$ cat src/rtl/p2r_pkg.sv
// rtl/p2r_pkg.sv - shared constants, arctangent table and FSM states for polar_to_rect
package p2r_pkg;

    localparam int XY_W = 18;
    localparam int Z_W  = 16;

    // 0.60725 * 2^16: inverse of the CORDIC gain, applied to mag before rotating
    localparam logic [15:0] K_Q16 = 16'd39797;

    typedef enum logic [1:0] {
        IDLE,
        INIT,
        ROT,
        OUT
    } state_t;

    // atan(2^-i) with 65536 = 2*pi
    function automatic logic [Z_W-1:0] atan_lut(input logic [3:0] i);
        logic [Z_W-1:0] v;
        case (i)
            4'd0:    v = 16'd8192;
            4'd1:    v = 16'd4836;
            4'd2:    v = 16'd2555;
            4'd3:    v = 16'd1297;
            4'd4:    v = 16'd651;
            4'd5:    v = 16'd326;
            4'd6:    v = 16'd163;
            4'd7:    v = 16'd81;
            4'd8:    v = 16'd41;
            4'd9:    v = 16'd20;
            4'd10:   v = 16'd10;
            4'd11:   v = 16'd5;
            4'd12:   v = 16'd3;
            4'd13:   v = 16'd1;
            default: v = 16'd0;
        endcase
        return v;
    endfunction

endpackage

$ cat src/rtl/polar_to_rect_if.sv
// rtl/polar_to_rect_if.sv - request/result bundle for polar_to_rect; o_sat exists only with P2R_SAT_FLAG_EN
interface polar_to_rect_if;

    logic              i_vld;
    logic              i_rdy;
    logic [7:0]        mag;
    logic [9:0]        phase;
    logic              o_vld;
    logic signed [7:0] a;
    logic signed [7:0] b;
`ifdef P2R_SAT_FLAG_EN
    logic              o_sat;
`endif

    modport master (
        output i_vld, mag, phase,
`ifdef P2R_SAT_FLAG_EN
        input  o_sat,
`endif
        input  i_rdy, o_vld, a, b
    );

    modport slave (
        input  i_vld, mag, phase,
`ifdef P2R_SAT_FLAG_EN
        output o_sat,
`endif
        output i_rdy, o_vld, a, b
    );

endinterface

$ cat src/rtl/p2r_round_sat.sv
// rtl/p2r_round_sat.sv - Q8.8 round half away from zero, optional negate, clip to signed 8 bits
module p2r_round_sat
    import p2r_pkg::*;
(
    input  logic signed [XY_W-1:0] val,
    input  logic                   neg,
    output logic signed [7:0]      q,
    output logic                   clip
);

    logic signed [XY_W-1:0] biased;
    logic signed [XY_W-1:0] whole;
    logic signed [XY_W-1:0] mapped;

    // bias 127 on negatives so the floor of the shift lands away from zero at .5
    assign biased = val + (val[XY_W-1] ? 18'sd127 : 18'sd128);
    assign whole  = biased >>> 8;
    assign mapped = neg ? -whole : whole;

    always_comb begin
        q    = mapped[7:0];
        clip = 1'b0;
        if (mapped > 18'sd127) begin
            q    = 8'sd127;
            clip = 1'b1;
        end else if (mapped < -18'sd128) begin
            q    = -8'sd128;
            clip = 1'b1;
        end
    end

endmodule

$ cat src/rtl/polar_to_rect.sv
// rtl/polar_to_rect.sv - iterative rotation-mode CORDIC, (mag, phase) -> (a, b); P2R_SAT_FLAG_EN adds o_sat
module polar_to_rect
    import p2r_pkg::*;
#(
    parameter int ITER = 12
) (
    input  logic           clk,
    input  logic           rst_n,
    polar_to_rect_if.slave bus
);

    state_t                 state;
    state_t                 state_nxt;
    logic [7:0]             mag_q;
    logic [9:0]             phase_q;
    logic signed [XY_W-1:0] x;
    logic signed [XY_W-1:0] y;
    logic signed [Z_W-1:0]  z;
    logic [3:0]             cnt;

    logic signed [XY_W-1:0] x0;
    logic signed [XY_W-1:0] x_sh;
    logic signed [XY_W-1:0] y_sh;
    logic signed [Z_W-1:0]  ang;
    logic [1:0]             quad;
    logic signed [XY_W-1:0] a_val;
    logic signed [XY_W-1:0] b_val;
    logic signed [7:0]      a_nxt;
    logic signed [7:0]      b_nxt;
    logic                   a_clip;
    logic                   b_clip;

    assign bus.i_rdy = (state == IDLE);

    assign x0   = XY_W'((32'(mag_q) * 32'(K_Q16)) >> 8);
    assign x_sh = x >>> cnt;
    assign y_sh = y >>> cnt;
    assign ang  = $signed(atan_lut(cnt));
    assign quad = phase_q[9:8];

    always_comb begin
        state_nxt = state;
        case (state)
            IDLE:    if (bus.i_vld) state_nxt = INIT;
            INIT:    state_nxt = ROT;
            ROT:     if (cnt == 4'(ITER - 1)) state_nxt = OUT;
            OUT:     state_nxt = IDLE;
            default: state_nxt = IDLE;
        endcase
    end

    // Residual quarter-turn is 256 phase counts; one count is 64 units of z
    always_ff @(posedge clk or negedge rst_n) begin
        if (!rst_n) begin
            state   <= IDLE;
            mag_q   <= '0;
            phase_q <= '0;
            x       <= '0;
            y       <= '0;
            z       <= '0;
            cnt     <= '0;
        end else begin
            state <= state_nxt;
            case (state)
                IDLE: begin
                    if (bus.i_vld) begin
                        mag_q   <= bus.mag;
                        phase_q <= bus.phase;
                    end
                end
                INIT: begin
                    x   <= x0;
                    y   <= '0;
                    z   <= {2'b00, phase_q[7:0], 6'b000000};
                    cnt <= '0;
                end
                ROT: begin
                    if (!z[Z_W-1]) begin
                        x <= x - y_sh;
                        y <= y + x_sh;
                        z <= z - ang;
                    end else begin
                        x <= x + y_sh;
                        y <= y - x_sh;
                        z <= z + ang;
                    end
                    cnt <= cnt + 4'd1;
                end
                default: ;
            endcase
        end
    end

    // Quadrant map: q1 -> (-y, x), q2 -> (-x, -y), q3 -> (y, -x)
    assign a_val = quad[0] ? y : x;
    assign b_val = quad[0] ? x : y;

    p2r_round_sat u_round_a (
        .val  (a_val),
        .neg  ((quad == 2'd1) || (quad == 2'd2)),
        .q    (a_nxt),
        .clip (a_clip)
    );

    p2r_round_sat u_round_b (
        .val  (b_val),
        .neg  (quad[1]),
        .q    (b_nxt),
        .clip (b_clip)
    );

    always_ff @(posedge clk or negedge rst_n) begin
        if (!rst_n) begin
            bus.o_vld <= 1'b0;
            bus.a     <= '0;
            bus.b     <= '0;
`ifdef P2R_SAT_FLAG_EN
            bus.o_sat <= 1'b0;
`endif
        end else begin
            bus.o_vld <= (state == OUT);
            if (state == OUT) begin
                bus.a <= a_nxt;
                bus.b <= b_nxt;
`ifdef P2R_SAT_FLAG_EN
                bus.o_sat <= a_clip | b_clip;
`endif
            end
        end
    end

`ifndef P2R_SAT_FLAG_EN
    logic sat_unused;
    assign sat_unused = a_clip | b_clip;
`endif

endmodule

$ cat src/flat_wrapper.sv
// flat-port wrapper written by rule: the top's interface ports become plain ports
module polar_to_rect_flat import p2r_pkg::*;
#(
    parameter int ITER = 12
)
  (clk, rst_n, bus_i_vld, bus_mag, bus_phase, bus_i_rdy, bus_o_vld, bus_a, bus_b);
  polar_to_rect_if bus_i ();
  input  logic clk;
  input  logic rst_n;
  input wire logic [$bits(bus_i.i_vld)-1:0] bus_i_vld;
  input wire logic [$bits(bus_i.mag)-1:0] bus_mag;
  input wire logic [$bits(bus_i.phase)-1:0] bus_phase;
  output wire logic [$bits(bus_i.i_rdy)-1:0] bus_i_rdy;
  output wire logic [$bits(bus_i.o_vld)-1:0] bus_o_vld;
  output wire logic [$bits(bus_i.a)-1:0] bus_a;
  output wire logic [$bits(bus_i.b)-1:0] bus_b;
  assign bus_i.i_vld = bus_i_vld;
  assign bus_i.mag = bus_mag;
  assign bus_i.phase = bus_phase;
  assign bus_i_rdy = bus_i.i_rdy;
  assign bus_o_vld = bus_i.o_vld;
  assign bus_a = bus_i.a;
  assign bus_b = bus_i.b;
  polar_to_rect #(.ITER(ITER)) u_core (.clk(clk), .rst_n(rst_n), .bus(bus_i));
endmodule
$ cat config.mk
export PLATFORM = sky130hd
export DESIGN_NAME = polar_to_rect_flat
export DESIGN_NICKNAME = d
export VERILOG_FILES = /design/src/rtl/p2r_pkg.sv /design/src/rtl/polar_to_rect_if.sv /design/src/rtl/p2r_round_sat.sv /design/src/rtl/polar_to_rect.sv /design/src/flat_wrapper.sv
export SDC_FILE = /design/constraint.sdc
export NUM_CORES = 1
export LEC_CHECK = 0
export ABC_AREA = 0
export CAP_MARGIN = 20
export CORE_MARGIN = 1
export CORE_UTILIZATION = 45
export CTS_CLUSTER_DIAMETER = 100
export DETAILED_ROUTE_END_ITERATION = 10
export SYNTH_ARGS = -nofsm -noshare
export SYNTH_HDL_FRONTEND = slang
export SYNTH_SLANG_ARGS = --single-unit
$ cat constraint.sdc
create_clock -name clk -period 18 [get_ports clk]
set_input_delay 3.6 -clock clk [delete_from_list [all_inputs] [get_ports clk]]
set_output_delay 3.6 -clock clk [all_outputs]
set_load 0.01 [all_outputs]
==> results_dict.tcl, run 1 <==
set metrics [dict create \
    ios 39 \
    grt_antenna_before_repair 1 \
    clock_latency_ns 0.36 \
    path_clk_slew_ns 0.09 \
    hp-start "u_core.bus.a[6]" \
    worst_pin_slew_ns 0.9845 \
    final_common_cell "ha_1" \
    async_flop_share_pct 100.0 \
    postCtsSetupRepairBufs 0 \
    cap_violations 0 \
    gp_congestion 0.9471 \
    path_max_fanout 41 \
    hold_viol_final 0 \
    grt_pass1_wl_mm 55.18 \
    grt_pass1_vias 10190 \
    worstHoldPathType "register to register" \
    io_buffers 38 \
    area_delta_synth_final_pct 7.389 \
    criticalPathCategory "register to register" \
    synth_area_um2 12400 \
    fin_crit_ns 5.642 \
    whs_endpoint "u_core.bus.a[6]" \
    track_usage_pct 24.75 \
    ys.flop_type "dfrtp_1" \
    cts_tree "done" \
    slew_violations 0 \
    status "completed" \
    register_area_um2 2331 \
    routed_via_density 6.047 \
    ctsHoldBuffers 0 \
    wirelength_mm 34.07 \
    ff2ff_setup_slack_ns 12.36 \
    chipWidth_um 168.0 \
    ctsResizeCount 0 \
    relSlewSlack_pct 32.67 \
    grt-ovfl-total 0 \
    yosys-top-cells-area "dfrtp_1, ha_1, fa_1, mux4_2, xnor2_1" \
    rsz0062_at_grt "no" \
    start_util_pct 45.99 \
    r2r_start "u_core.cnt[0]" \
    ant_nets 0 \
    grt_max_degree 66 \
    synth_top_area_cell "dfrtp_1" \
    skew_ns 0.01865 \
    final_nets 1618 \
    setup_tns_ns 0 \
    ys_seq_area_share_pct 18.77 \
    final_layout_size_suffix_gt1_share_pct 8.780 \
    layout_common_cells "ha_1, nor2_1, inv_1, nand2_1, a21oi_1" \
    wire_per_inst_um 19.18 \
    fp.dieArea_um2 28210 \
    drc_errors 0 \
    rows 60 \
    clkSinkCount 93 \
    multiInputGateArea_um2 9320 \
    fillers 2594 \
    yosysTopAreaCellShare_pct 18.77 \
    ff2ff_path_depth 19 \
    cp-start-kind "register" \
    r2r_end "u_core.y[17]" \
    syn_avg_cell_area_um2 8.602 \
    fmax_mhz 177.3 \
    core_area_um2 26950 \
    die_h_um 168.0 \
    yosys_warnings 0 \
    worstPathRequired_ns 18.21 \
    arrival_ns 5.86 \
    synth-edff-count 0 \
    finalSetupViolations 0 \
    synth_seq_cells 93 \
    syn_inst 1441 \
    ys_types 81 \
    htreeDepth 3 \
    dp_hpwl_mm 25.19 \
    syn-num-nets 1629 \
    ctsLongestPathBuffers 2 \
    diodes 0 \
    root_buffer "clkbuf_16" \
    end_kind "register" \
    via_count 10740 \
    drtPass1Iterations 5 \
    hold-path-cell-count 2 \
    cts_inserted_buffers 9 \
    finalCritPeriodShare_pct 31.34 \
    drtIter0Drc 741 \
]
==> kinds of logic after synthesis <==
group	Yosys count	synth area share [%]
compound gates	378	20.37
simple gates	393	15.08
xor+xnor	108	7.631
flops	93	18.77
mux	112	12.81
buf+inv	190	6.056
fa+ha+maj	167	19.28
==> cell type report <==
cell class              count  area share [%]
well taps                 341           3.205
multi-input cells        1158           70.02
flip-flops and latches     93           17.51
repair buffers             54           3.741
clock inverters             6          0.5170
inverters                 114           3.215
clock buffers              10           1.795
==> flip-flops by register name, summed over array words and instances, names as in the netlist <==
name              count
u_core.z             16
u_core.cnt            4
u_core.x             18
u_core.y             18
u_core.bus.b          8
u_core.bus.o_vld      1
u_core.state          2
u_core.bus.a          8
u_core.mag_q          8
u_core.phase_q       10
==> through the flow <==
step | utilization, % | cell area, µm² | hold WS (ns) | worst slack, ns | std cells
finish | 49.39 | 13310 | 0.5006 | 12.36 | 1776
global route | 49.39 | 13310 | 0.5222 | 11.75 | 1776
CTS | 49.39 | 13310 | 0.5037 | 12.38 | 1776
detailed placement | 48.25 | 13000 | 0.4847 | 12.41 | 1760
global placement | 48.25 | 13000 | 0.4782 | 12.53 | 1760
floorplan | - | 12400 | 0.4612 | 12.19 | 1441
==> critical path: stages (launching register included) <==
cell      delay, ns
dfrtp_2        0.45
buf_4          0.53
mux4_1         0.65
mux2_2         0.28
a222oi_1       0.64
ha_1           0.37
nor2_1         0.08
a21oi_1        0.07
inv_1          0.10
ha_1           0.21
nor2b_1        0.14
o2111a_1       0.25
nor4_1         0.38
o31ai_1        0.20
o221ai_1       0.26
a21oi_1        0.15
a31oi_1        0.24
xnor2_1        0.16
mux2i_1        0.20
o22ai_1        0.10
==> metal layers <==
metal  part of all wire, %  wire length, µm  up-vias  GRT usage, %
met2                    45            15440      308         39.49
met3                   6.8             2327       50         4.302
met4                   2.0              690        0         6.302
li1                      -                -     5208             -
met5                     0                0        -             0
met1                    46            15610     5173         34.61
==> worst max-delay path by stage <==
stage | from | to | depth (start not counted)
global route | u_core.cnt[0] | u_core.y[17] | 19
global placement | u_core.cnt[0] | u_core.y[17] | 19
finish | u_core.cnt[0] | u_core.y[17] | 19
detailed placement | u_core.cnt[0] | u_core.y[17] | 19
CTS | u_core.cnt[0] | u_core.y[17] | 19
floorplan | u_core.phase_q[8] | u_core.bus.a[1] | 21
==> synth_stat cells (7+ instances only) <==
cell and number:
ha_1 127, nor2_1 118, inv_1 113, nand2_1 110, a21oi_1 96, dfrtp_1 93, xnor2_1 74, o21ai_0 68
clkbuf_1 49, mux2_2 43, fa_1 40, mux2i_1 36, xor2_1 34, nand3_1 32, mux4_2 30, a31oi_1 25
nor3_1 23, a21o_1 22, nor2b_1 19, nand2b_1 17, a211oi_1 16, o21a_1 16, buf_1 14, o221ai_1 13
o2bb2ai_1 13, or3_1 13, and2_1 11, and3_1 11, o22ai_1 10, nand4_1 9, o211ai_1 9, o31ai_1 9
buf_2 8, or2_2 7
Power of run 1 is left out: the tool's default activity adds up to more than one toggle a clock period on the data nets, which glitch-free logic cannot reach.
==> inputs of run 2 (changes only) <==
==> constraint.sdc (replaced) <==
create_clock -name clk -period 4.6 [get_ports clk]
set_input_delay 0.92 -clock clk [delete_from_list [all_inputs] [get_ports clk]]
set_output_delay 0.92 -clock clk [all_outputs]
set_load 0.01 [all_outputs]
==> run 2 against run 1 <==
The flow now finishes with violations (setup timing). Register-to-register slack got worse by 13 ns. Count of clock-buffer cells in the layout did not move. Highest routed layer unchanged. Wire length rose by 10%. Via count rose by 9.9%. Critical endpoint is now u_core.x[13]. Global-route usage rose by 1.8 points. Cell area rose by 19%. Non-clock buffer count rose by 236. Maximum frequency rose by 18%.
==> results_dict.tcl, run 2 (synthesis results as in run 1) <==
set metrics [dict create \
    status "complete, but fails checks" \
    violations "setup timing" \
    criticalPathCategory "register to register" \
    crit_end "u_core.x[13]" \
    final_layout_size_suffix_gt1_share_pct 27.77 \
    slew_violations 0 \
    slowest_delay_ns 0.58 \
    wirelength_mm 37.47 \
    via_count 11810 \
    hold_viol_final 0 \
    cts_tree "done" \
    rsz0062_at_grt "yes" \
    path_depth 15 \
    grt-ovfl-total 0 \
    diodes 0 \
    root_buffer "clkbuf_16" \
    htreeDepth 3 \
    worstPathCellList "fa_2 -> inv_2 -> fa_2 -> inv_2 -> fa_1 -> fa_1 -> ha_4 -> and4_1 -> a221o_1 -> a21oi_2 -> o22ai_2 -> o41a_1 -> a21o_1 -> a211o_1 -> a221o_1" \
    finalCritPeriodShare_pct 104.3 \
    startpoint "u_core.mag_q[6]" \
    drtPass1Iterations 6 \
    final_common_cell "buf_4" \
    worst_pin_slew_ns 0.9671 \
    grt_max_degree 66 \
    start_util_pct 45.99 \
    path_delay_family "adder cells" \
    ant_nets 0 \
    dp_hpwl_mm 28.21 \
    met2_usage_pct 43.99 \
    path_max_fanout 5 \
    grt_antenna_before_repair 0 \
    grt_busiest_layer "met2" \
    path_clk_slew_ns 0.08 \
    fin_ws_ns -0.1966 \
    core_area_um2 26950 \
    crit_buf_inv 2 \
    finalSetupViolations 6 \
    register_area_um2 2338 \
    grtUsageMet1_pct 36.66 \
    ctsLongestPathBuffers 2 \
    cp-start-kind "register" \
    ff2ff_setup_slack_ns -0.20 \
    gp_congestion 0.9614 \
    cp_slowest_cell "fa_2" \
    cap_violations 0 \
    end_kind "register" \
    worstPathRequired_ns 4.85 \
    fin_crit_ns 4.797 \
    area_delta_synth_final_pct 27.55 \
    fillers 2442 \
    reg_top3 "u_core.x (18), u_core.y (18), u_core.z (16)" \
    die_h_um 168.0 \
    ff2ff_path_depth 15 \
    layout_common_cells "buf_4, ha_1, nor2_1, inv_1, nand2_1" \
    wire_per_inst_um 18.63 \
    arrival_ns 5.05 \
    track_usage_pct 26.56 \
    drc_errors 0 \
    grt_pass1_wl_mm 59.66 \
    final_nets 1854 \
    r2r_end "u_core.x[13]" \
    drtIter0Drc 892 \
    r2r_start "u_core.mag_q[6]" \
    skew_ns 0.01349 \
    rows 60 \
    worstHoldPathType "input port to async pin" \
    clock_latency_ns 0.36 \
    fp.dieArea_um2 28210 \
    final_area_um2 15810 \
    placed_area_um2 14670 \
    ctsHoldBuffers 0 \
    io_buffers 38 \
    multiInputGateArea_um2 9888 \
    relSlewSlack_pct 35.45 \
    chipWidth_um 168.0 \
    routed_via_density 5.868 \
    ios 39 \
    cts_inserted_buffers 9 \
    grt_pass1_vias 11360 \
    fmax_mhz 208.5 \
    clkSinkCount 93 \
    met3_usage_pct 2.938 \
]
-- run 2: changes by cell type in the layout (fill, tap and decap cells not counted), moves of 7 or more --
cell and delta:
inv_1 -7, o21ai_1 +8, a21oi_1 -16, buf_4 +216, ha_1 -13, a21oi_2 +15, o21ai_0 -13, inv_2 +7
buf_6 +13, ha_4 +8
-- run 2: area by class of cell --
type	instances	share of cell area (%)
Sequential cell	93	14.79
Inverter	114	2.707
Clock inverter	6	0.5777
Tap cell	341	2.699
Clock buffer	10	1.512
Multi-Input combinational cell	1158	62.54
Timing Repair Buffer	290	15.17
-- run 2: metal layers --
metal | part of all wire, % | wire length [µm] | vias to the layer above
li1 | - | - | 5667
met1 | 45 | 17040 | 5725
met2 | 47 | 17620 | 352
met3 | 5.0 | 1874 | 63
met4 | 2.5 | 935 | 0
met5 | 0 | 0 | -
-- run 2: how the worst min path moves through the flow --
stage | startpoint | to | slack (ns) | cells past startpoint
floorplan | u_core.z[14] | u_core.z[14] | 0.46 | 1
global placement | u_core.bus.b[6] | u_core.bus.b[6] | 0.47 | 2
detailed placement | u_core.bus.b[6] | u_core.bus.b[6] | 0.48 | 2
CTS | rst_n | u_core.bus.a[0] | 0.38 | 1
global route | rst_n | u_core.bus.a[0] | 0.38 | 1
finish | rst_n | u_core.bus.a[0] | 0.38 | 1
-- run 2: stage by stage --
step / utilization, % / instances / hold slack [ns] / worst slack (ns) / TNS [ns]
finish: 58.66 / 2012 / 0.3785 / -0.1966 / -0.5384
floorplan: - / 1441 / 0.4612 / -0.1622 / -0.1622
detailed placement: 54.43 / 1957 / 0.4768 / -0.2155 / -1.134
CTS: 56.17 / 1982 / 0.3754 / -0.1464 / -0.3360
global route: 58.66 / 2012 / 0.3783 / -0.3319 / -1.922
global placement: 54.43 / 1957 / 0.4737 / -0.1583 / -0.6975
-- run 2: what timing repair did --
action / CTS / global route
buffers inserted: 9 / 30
setup endpoints to repair: 11 / 35
pin swaps: 8 / 59
gates cloned: 0 / 1
gates resized for setup: 21 / 105
Power of run 2 is left out for the same reason.
